==> src/rtl/hamming_pkg.sv <==
// Shared Hamming(7,4) definitions for the counter-word encoder and checker.
// Both ends import this package so parity equations agree bit-for-bit.
package hamming_pkg;

    // What a block syndrome says about the received block.
    typedef enum logic [1:0] {
        SYN_NONE,
        SYN_DATA,
        SYN_PARITY
    } syn_class_e;

    // Syndrome codes {s2,s1,s0} for each single-bit error position.
    localparam logic [2:0] SYN_OK = 3'b000;
    localparam logic [2:0] SYN_D0 = 3'b111;
    localparam logic [2:0] SYN_D1 = 3'b011;
    localparam logic [2:0] SYN_D2 = 3'b101;
    localparam logic [2:0] SYN_D3 = 3'b110;
    localparam logic [2:0] SYN_P0 = 3'b001;
    localparam logic [2:0] SYN_P1 = 3'b010;
    localparam logic [2:0] SYN_P2 = 3'b100;

    // Parity of one 4-bit data block, returned as p[2:0].
    function automatic logic [2:0] enc_block(input logic [3:0] d);
        enc_block = {d[0] ^ d[2] ^ d[3],
                     d[0] ^ d[1] ^ d[3],
                     d[0] ^ d[1] ^ d[2]};
    endfunction

endpackage

==> src/rtl/hamming74_block_fix.sv <==
// Combinational single-error corrector for one Hamming(7,4) block.
// Flips the bit named by the syndrome and classifies the error.
module hamming74_block_fix
    import hamming_pkg::*;
(
    input  logic [3:0]  d_i,
    input  logic [2:0]  p_i,
    input  logic [2:0]  syn_i,
    output logic [3:0]  d_o,
    output logic [2:0]  p_o,
    output syn_class_e  cls_o
);

    // Decode the syndrome into a single bit flip plus its error class.
    always_comb begin
        d_o   = d_i;
        p_o   = p_i;
        cls_o = SYN_DATA;
        case (syn_i)
            SYN_OK: cls_o = SYN_NONE;
            SYN_D0: d_o[0] = ~d_i[0];
            SYN_D1: d_o[1] = ~d_i[1];
            SYN_D2: d_o[2] = ~d_i[2];
            SYN_D3: d_o[3] = ~d_i[3];
            SYN_P0: begin
                p_o[0] = ~p_i[0];
                cls_o  = SYN_PARITY;
            end
            SYN_P1: begin
                p_o[1] = ~p_i[1];
                cls_o  = SYN_PARITY;
            end
            SYN_P2: begin
                p_o[2] = ~p_i[2];
                cls_o  = SYN_PARITY;
            end
            default: cls_o = SYN_NONE;
        endcase
    end

endmodule

==> config.mk <==
export PLATFORM = sky130hd
export DESIGN_NAME = hamming74_block_fix
export DESIGN_NICKNAME = d
export VERILOG_FILES = /design/src/rtl/hamming_pkg.sv /design/src/rtl/hamming74_block_fix.sv
export SDC_FILE = /design/constraint.sdc
export NUM_CORES = 1
export LEC_CHECK = 0
export CELL_PAD_IN_SITES_DETAIL_PLACEMENT = 0
export CELL_PAD_IN_SITES_GLOBAL_PLACEMENT = 1
export CORE_AREA = 2 2 39 41
export DETAILED_ROUTE_END_ITERATION = 8
export DIE_AREA = 0 0 41 43
export GPL_ROUTABILITY_DRIVEN = 0
export GPL_TIMING_DRIVEN = 0
export PLACE_DENSITY_LB_ADDON = 0.1
export SLEW_MARGIN = 20
export SYNTH_ARGS = -nofsm -noshare
export SYNTH_HDL_FRONTEND = slang
export SYNTH_SLANG_ARGS = --single-unit
==> constraint.sdc <==
create_clock -name vclk -period 1.3
set_clock_uncertainty 0.15 [all_clocks]
set_input_delay 0.26 -clock vclk [all_inputs]
set_output_delay 0.26 -clock vclk [all_outputs]
set_load 0.05 [all_outputs]
After elaboration in Yosys (flattened, before gate mapping)

Cells that the tools add are included.

Output and inout port bits: 9
Input bits: 10
Register bits after elaboration: 0
Logic and storage cells: 24

Bitwise operators: 7
Multiplexer cells: 8
Reduce and logical (&&, ||, !) cells: 2
Eq/ne operators: 7

Operator list:

| kind                                           | count |
|---|---|
| == test 3 bit (second input constant)          | 4 |
| 2-to-1 mux 1 bit                               | 7 |
| NOT 1 bit                                      | 7 |
| == test 3 x 2 -> 1 bit (second input constant) | 2 |
| one-hot mux 2 bit (2 select lines)             | 1 |
| == test 3 x 1 -> 1 bit (second input constant) | 1 |
| zero test 3 bit                                | 1 |
| OR reduction 3 bit                             | 1 |

Depth between registers and ports, before layout

Gate-level depths: netlist of run 1.

Depth after elaboration: 3
Gate-level depth with buffers: 3
Mapped depth without buffers: 2

Worst setup path before layout of run 1

No wires, ideal clock.

Kind: input to output
Start: input port syn_i[0]
End: output port p_o[1]
Data required time: 0.890 ns
Stages: 3
Data arrival time: 1.603 ns
Path buffers: 1
Setup slack: -0.713 ns
Cell sequence: buf_6 or3b_1 xnor2_1

Cells in the longest elaborated chain, start to end: 2

RTL lines:

| element                | RTL line                  | text |
|---|---|---|
| from (decl)            | hamming74_block_fix.sv:8  | `input logic [2:0] syn_i,` |
| == test 3 x 2 -> 1 bit | hamming74_block_fix.sv:19 | `case (syn_i)` |
| 2-to-1 mux 1 bit       | hamming74_block_fix.sv:19 |  |
| to (decl)              | hamming74_block_fix.sv:10 | `output logic [2:0] p_o,` |

No other way between the ends.

Worst setup path in the final report of run 1

Ends and elaborated chain as after synthesis.

==> results of run 1 <==
## what timing repair did
item,CTS,global route
endpoints found under the setup margin,9,9
gates cloned,1,0
pin swaps,2,0
hold buffers,0,0
gates resized for setup,74,1
## layer usage
metal | part of all wire (%) | GRT usage [%] | vias to the layer above
li1 | - | - | 99
met1 | 36 | 10.5 | 96
met2 | 56 | 10.9 | 12
met3 | 7.7 | 0 | 0
met4 | 0 | 0 | 0
met5 | 0 | 0 | -
## layout make-up
cell class	instances	area share, %
well taps	16	3.58
plain buffers	3	9.84
multi-input cells	17	51.7
repair buffers	17	34.9
## per-stage QoR
stage / setup WS (ns) / cells / setup TNS, ns / util, % / hold WS (ns)
floorplan: -0.289 / 20 / -1.20 / - / 0.485
CTS: -0.220 / 53 / -1.11 / 40.1 / 0.691
finish: -0.217 / 53 / -1.04 / 40.4 / 0.676
global placement: -0.886 / 52 / -7.45 / 36.3 / 1.23
detailed placement: -0.902 / 52 / -7.53 / 36.3 / 1.24
global route: -0.242 / 53 / -1.38 / 40.4 / 0.688
## kinds of logic after synthesis
group	after synthesis
xor+xnor	8
simple gates	7
compound gates	1
buf+inv	3
fa+ha+maj	1
## power breakdown
group / switching [W] / leakage (nW) / total (W) / internal [W]
Sequential: 0 / 0 / 0 / 0
Combinational: 0.000153 / 0.230 / 0.000291 / 0.000137
Clock: 0 / 0 / 0 / 0
Total: 0.000153 / 0.230 / 0.000291 / 0.000137
## placed cells by master (no fill, tap or decap)
cell type      count
buf_6              9
dlygate4sd2_1      7
xnor2_4            5
nand3b_1           3
buf_12             2
nor3b_2            2
xor2_4             2
buf_8              1
xnor2_1            1
or3b_4             1
o21ai_2            1
nand3_2            1
maj3_1             1
bufbuf_16          1
## worst min path at each step
stage	startpoint	end	cells after the start
global placement	syn_i[1]	cls_o[1]	3
detailed placement	syn_i[1]	cls_o[1]	3
global route	syn_i[1]	cls_o[1]	3
floorplan	p_i[0]	p_o[0]	1
finish	syn_i[1]	cls_o[1]	3
CTS	syn_i[1]	cls_o[1]	3
==> impl_metrics.ini, run 1 <==
[routing]
route.detailed.drc = 0
vias = 207
antenna_left = 0
drt-initial-drc-count = 1
wl_um = 546
viasPerCell = 3.91
first_pass_iters = 4
avgRoutedWirePerCell_um = 10.3

[setup_path]
crit_slowest_cell = or3b_4
cp-startpoint = syn_i[0]
endpoint_kind = output pin
crit_end = p_o[1]
crit_chain = buf_12, or3b_4, xnor2_4, buf_6
crit_arrival_ns = 1.11
path_buf_inv = 2
start_kind = primary input
required_ns = 0.89
crit_cells = 4
critPathMaxStageDelay_ns = 0.43
crit_type = in2out
cp_max_fo = 5
crit_family = simple AND/OR/NAND/NOR gates

[synth]
synth_cell_types = 10
synthMuxAreaShare_pct = 0
synth_top_family_by_area = XOR/XNOR gates
syn_area_um2 = 166
syn_avg_cell_area_um2 = 8.32
synth_fa_ha_area_share_pct = 6.02
synthCells = 20
synth_top_area_share_pct = 31.6
yosysMostFrequentCell = xnor2_1
synthXorXnorAreaFrac_pct = 42.1
yosysWarningCount = 0
synth_compound_area_share_pct = 3.01
synth_common_cells = xnor2_1, nand3b_1, buf_6, nor3b_1, xor2_1
synthSimpleGateAreaFrac_pct = 30.8
synth_fp_nets = 30
yosysSeqAreaShare_pct = 0
synthTopCellsByArea = xnor2_1, buf_6, nand3b_1, xor2_1, nor3b_1
yosys.area.top_type = xnor2_1

[global_routing]
grt_max_degree = 10
grt_pass1_vias = 175
grt_pass1_wl_um = 828
overflow = 0
grt_usage_pct = 6.81
antenna_found_initial = 0

[cts]
cts_setup_buffers = 0

[sta]
finalCriticalPeriod_ns = 1.52
max_slew_margin_pct = 76.0
fin_ws_ns = -0.217
max_freq_ghz = 0.659
drv_slew = 0
hold_viol_final = 0
fin_crit_sh_pct = 117
worstMarginPinSlew_ns = 0.358
rsz0062_at_grt = true
finalSetupViolations = 9

[pwr]
cellPowerDensity_mw_per_mm2 = 520
leakage_nw = 0.230
ir_drop_mv = 0.211
finalPower_w = 0.000291

[floorplan]
die_w_um = 41
die_y_um = 43
die_area_mm2 = 0.00176
coreArea_mm2 = 0.00138
start_util_pct = 12.0
rows = 14
io_pins = 19

[run]
maxCapViolCount = 0

[layout]
syn_to_final_growth_pct = 236
num-fill-cells = 135
multi_input_area_um2 = 289
clockBufferCount = 0
seq_cells = 0
drive_gt1_share_pct = 67.6
n_antenna_cell = 0
final_nets = 49
regArea_um2 = 0
postLayoutCellArea_um2 = 559

[status]
outcome = finished, violations left
violations = setup timing

[placed_design]
port_buffers = 16
placed_cell_area_um2 = 502

[hold_path]
hold_class = in2out
Note: power is estimated with default switching activity, not from simulation.
==> run 2, diff against run 1 <==
Settings changed: CAP_MARGIN set to 20, GPL_TIMING_DRIVEN 0 to 1.
==> impl_metrics.ini, run 2 (synthesized netlist as in run 1, its figures left out) <==
[placed_design]
pre_cts_slack_ns = -0.675
dp_cells = 60
placed_cell_area_um2 = 632
port_buffers = 19
place.detailed.hpwl_um = 555

[sta]
worstMarginPinSlew_ns = 0.208
drv_slew = 0
rsz0062_at_grt = true
finalSetupViolations = 9
max_freq_ghz = 0.655
fin_crit_sh_pct = 117
tns_ns = -1.49
finalCriticalPeriod_ns = 1.53
max_slew_margin_pct = 86.1
hold_viol_final = 0
fin_ws_ns = -0.227

[layout]
seq_cells = 0
clockBufferCount = 0
layout.cells.non_filler = 64
multi_input_area_um2 = 297
num-fill-cells = 123
final_cell_mix = buf_12, buf_6, dlygate4sd2_1
final_nets = 60
n_antenna_cell = 0
drive_gt1_share_pct = 75.0
syn_to_final_growth_pct = 327
postLayoutCellArea_um2 = 711
regArea_um2 = 0

[hold_path]
hold_class = in2out

[global_routing]
grt_pass1_wl_um = 862
grt_max_degree = 6
grt_usage_pct = 6.53
grt_pass1_vias = 209
overflow = 0
antenna_found_initial = 0

[setup_path]
start_kind = primary input
required_ns = 0.89
crit_end = p_o[1]
crit_arrival_ns = 1.12
cp-startpoint = syn_i[0]
endpoint_kind = output pin
crit_type = in2out
cp_max_fo = 5

[pwr]
cellPowerDensity_mw_per_mm2 = 512
ir_drop_mv = 0.198
leakage_nw = 0.300
finalPower_w = 0.000364

[run]
maxCapViolCount = 0

[routing]
avgRoutedWirePerCell_um = 9.03
antenna_left = 0
vias = 245
wl_um = 578
viasPerCell = 3.83
drt-initial-drc-count = 0
first_pass_iters = 1
route.detailed.drc = 0

[floorplan]
io_pins = 19
die_w_um = 41
coreArea_mm2 = 0.00138
start_util_pct = 12.0
rows = 14
die_y_um = 43
die_area_mm2 = 0.00176

[status]
outcome = finished, violations left
violations = setup timing

[cts]
hold_buffers = 0
-- run 2: metal layers --
| metal | GRT usage [%] | share of wire, % | wire [µm] | vias up |
|---|---|---|---|---|
| met1 | 8.36 | 32 | 186 | 111 |
| li1 | - | - | - | 122 |
| met3 | 0 | 10 | 59 | 0 |
| met5 | 0 | 0 | 0 | - |
| met2 | 12.2 | 57 | 332 | 12 |
| met4 | 0 | 0 | 0 | 0 |
-- run 2: how the worst min path moves through the flow --
stage                     depth (start not counted)  slack, ns      from       end
after CTS                                         3       0.78  syn_i[0]  cls_o[0]
after detailed placement                          3       1.16    p_i[2]    p_o[2]
after floorplan                                   1       0.49    p_i[0]    p_o[0]
after global routing                              3       0.79  syn_i[0]  cls_o[0]
final                                             3       0.77  syn_i[0]  cls_o[0]
after global placement                            3       1.15    p_i[0]    p_o[0]
-- run 2: final cells by class --
class                           instances  area share [%]
Timing Repair Buffer                   31            55.5
Multi-Input combinational cell         17            41.7
Tap cell                               16            2.82
-- run 2: timing repair --
action / CTS / global route
setup endpoints to repair: 9 / 9
gates resized for setup: 37 / 1
pin swaps: 10 / 6
cloned: 0 / 0
endpoints found under the hold margin: 0 / 0
buffers inserted: 3 / 1
-- run 2: power breakdown --
| group | switching [W] | leakage (nW) | internal [W] |
|---|---|---|---|
| sequential | 0 | 0 | 0 |
| clock | 0 | 0 | 0 |
| combinational | 0.000170 | 0.300 | 0.000194 |
-- run 2: stage by stage --
step	hold slack [ns]	utilization (%)
2_1_floorplan	0.485	-
3_5_place_dp	1.16	45.7
3_3_place_gp	1.15	45.7
5_1_grt	0.788	51.4
4_1_cts	0.776	50.5
6_report	0.771	51.4
-- run 2: worst max-delay path, stage by stage --
cell,delay [ns]
buf_8,0.10
or3b_4,0.43
xnor2_4,0.17
buf_12,0.15
==> run 3, diff against run 2 <==
Settings changed: SLEW_MARGIN 20 to unset.
==> results of run 3 <==
The final DEF is identical to that of run 2; final timing and power are the same.
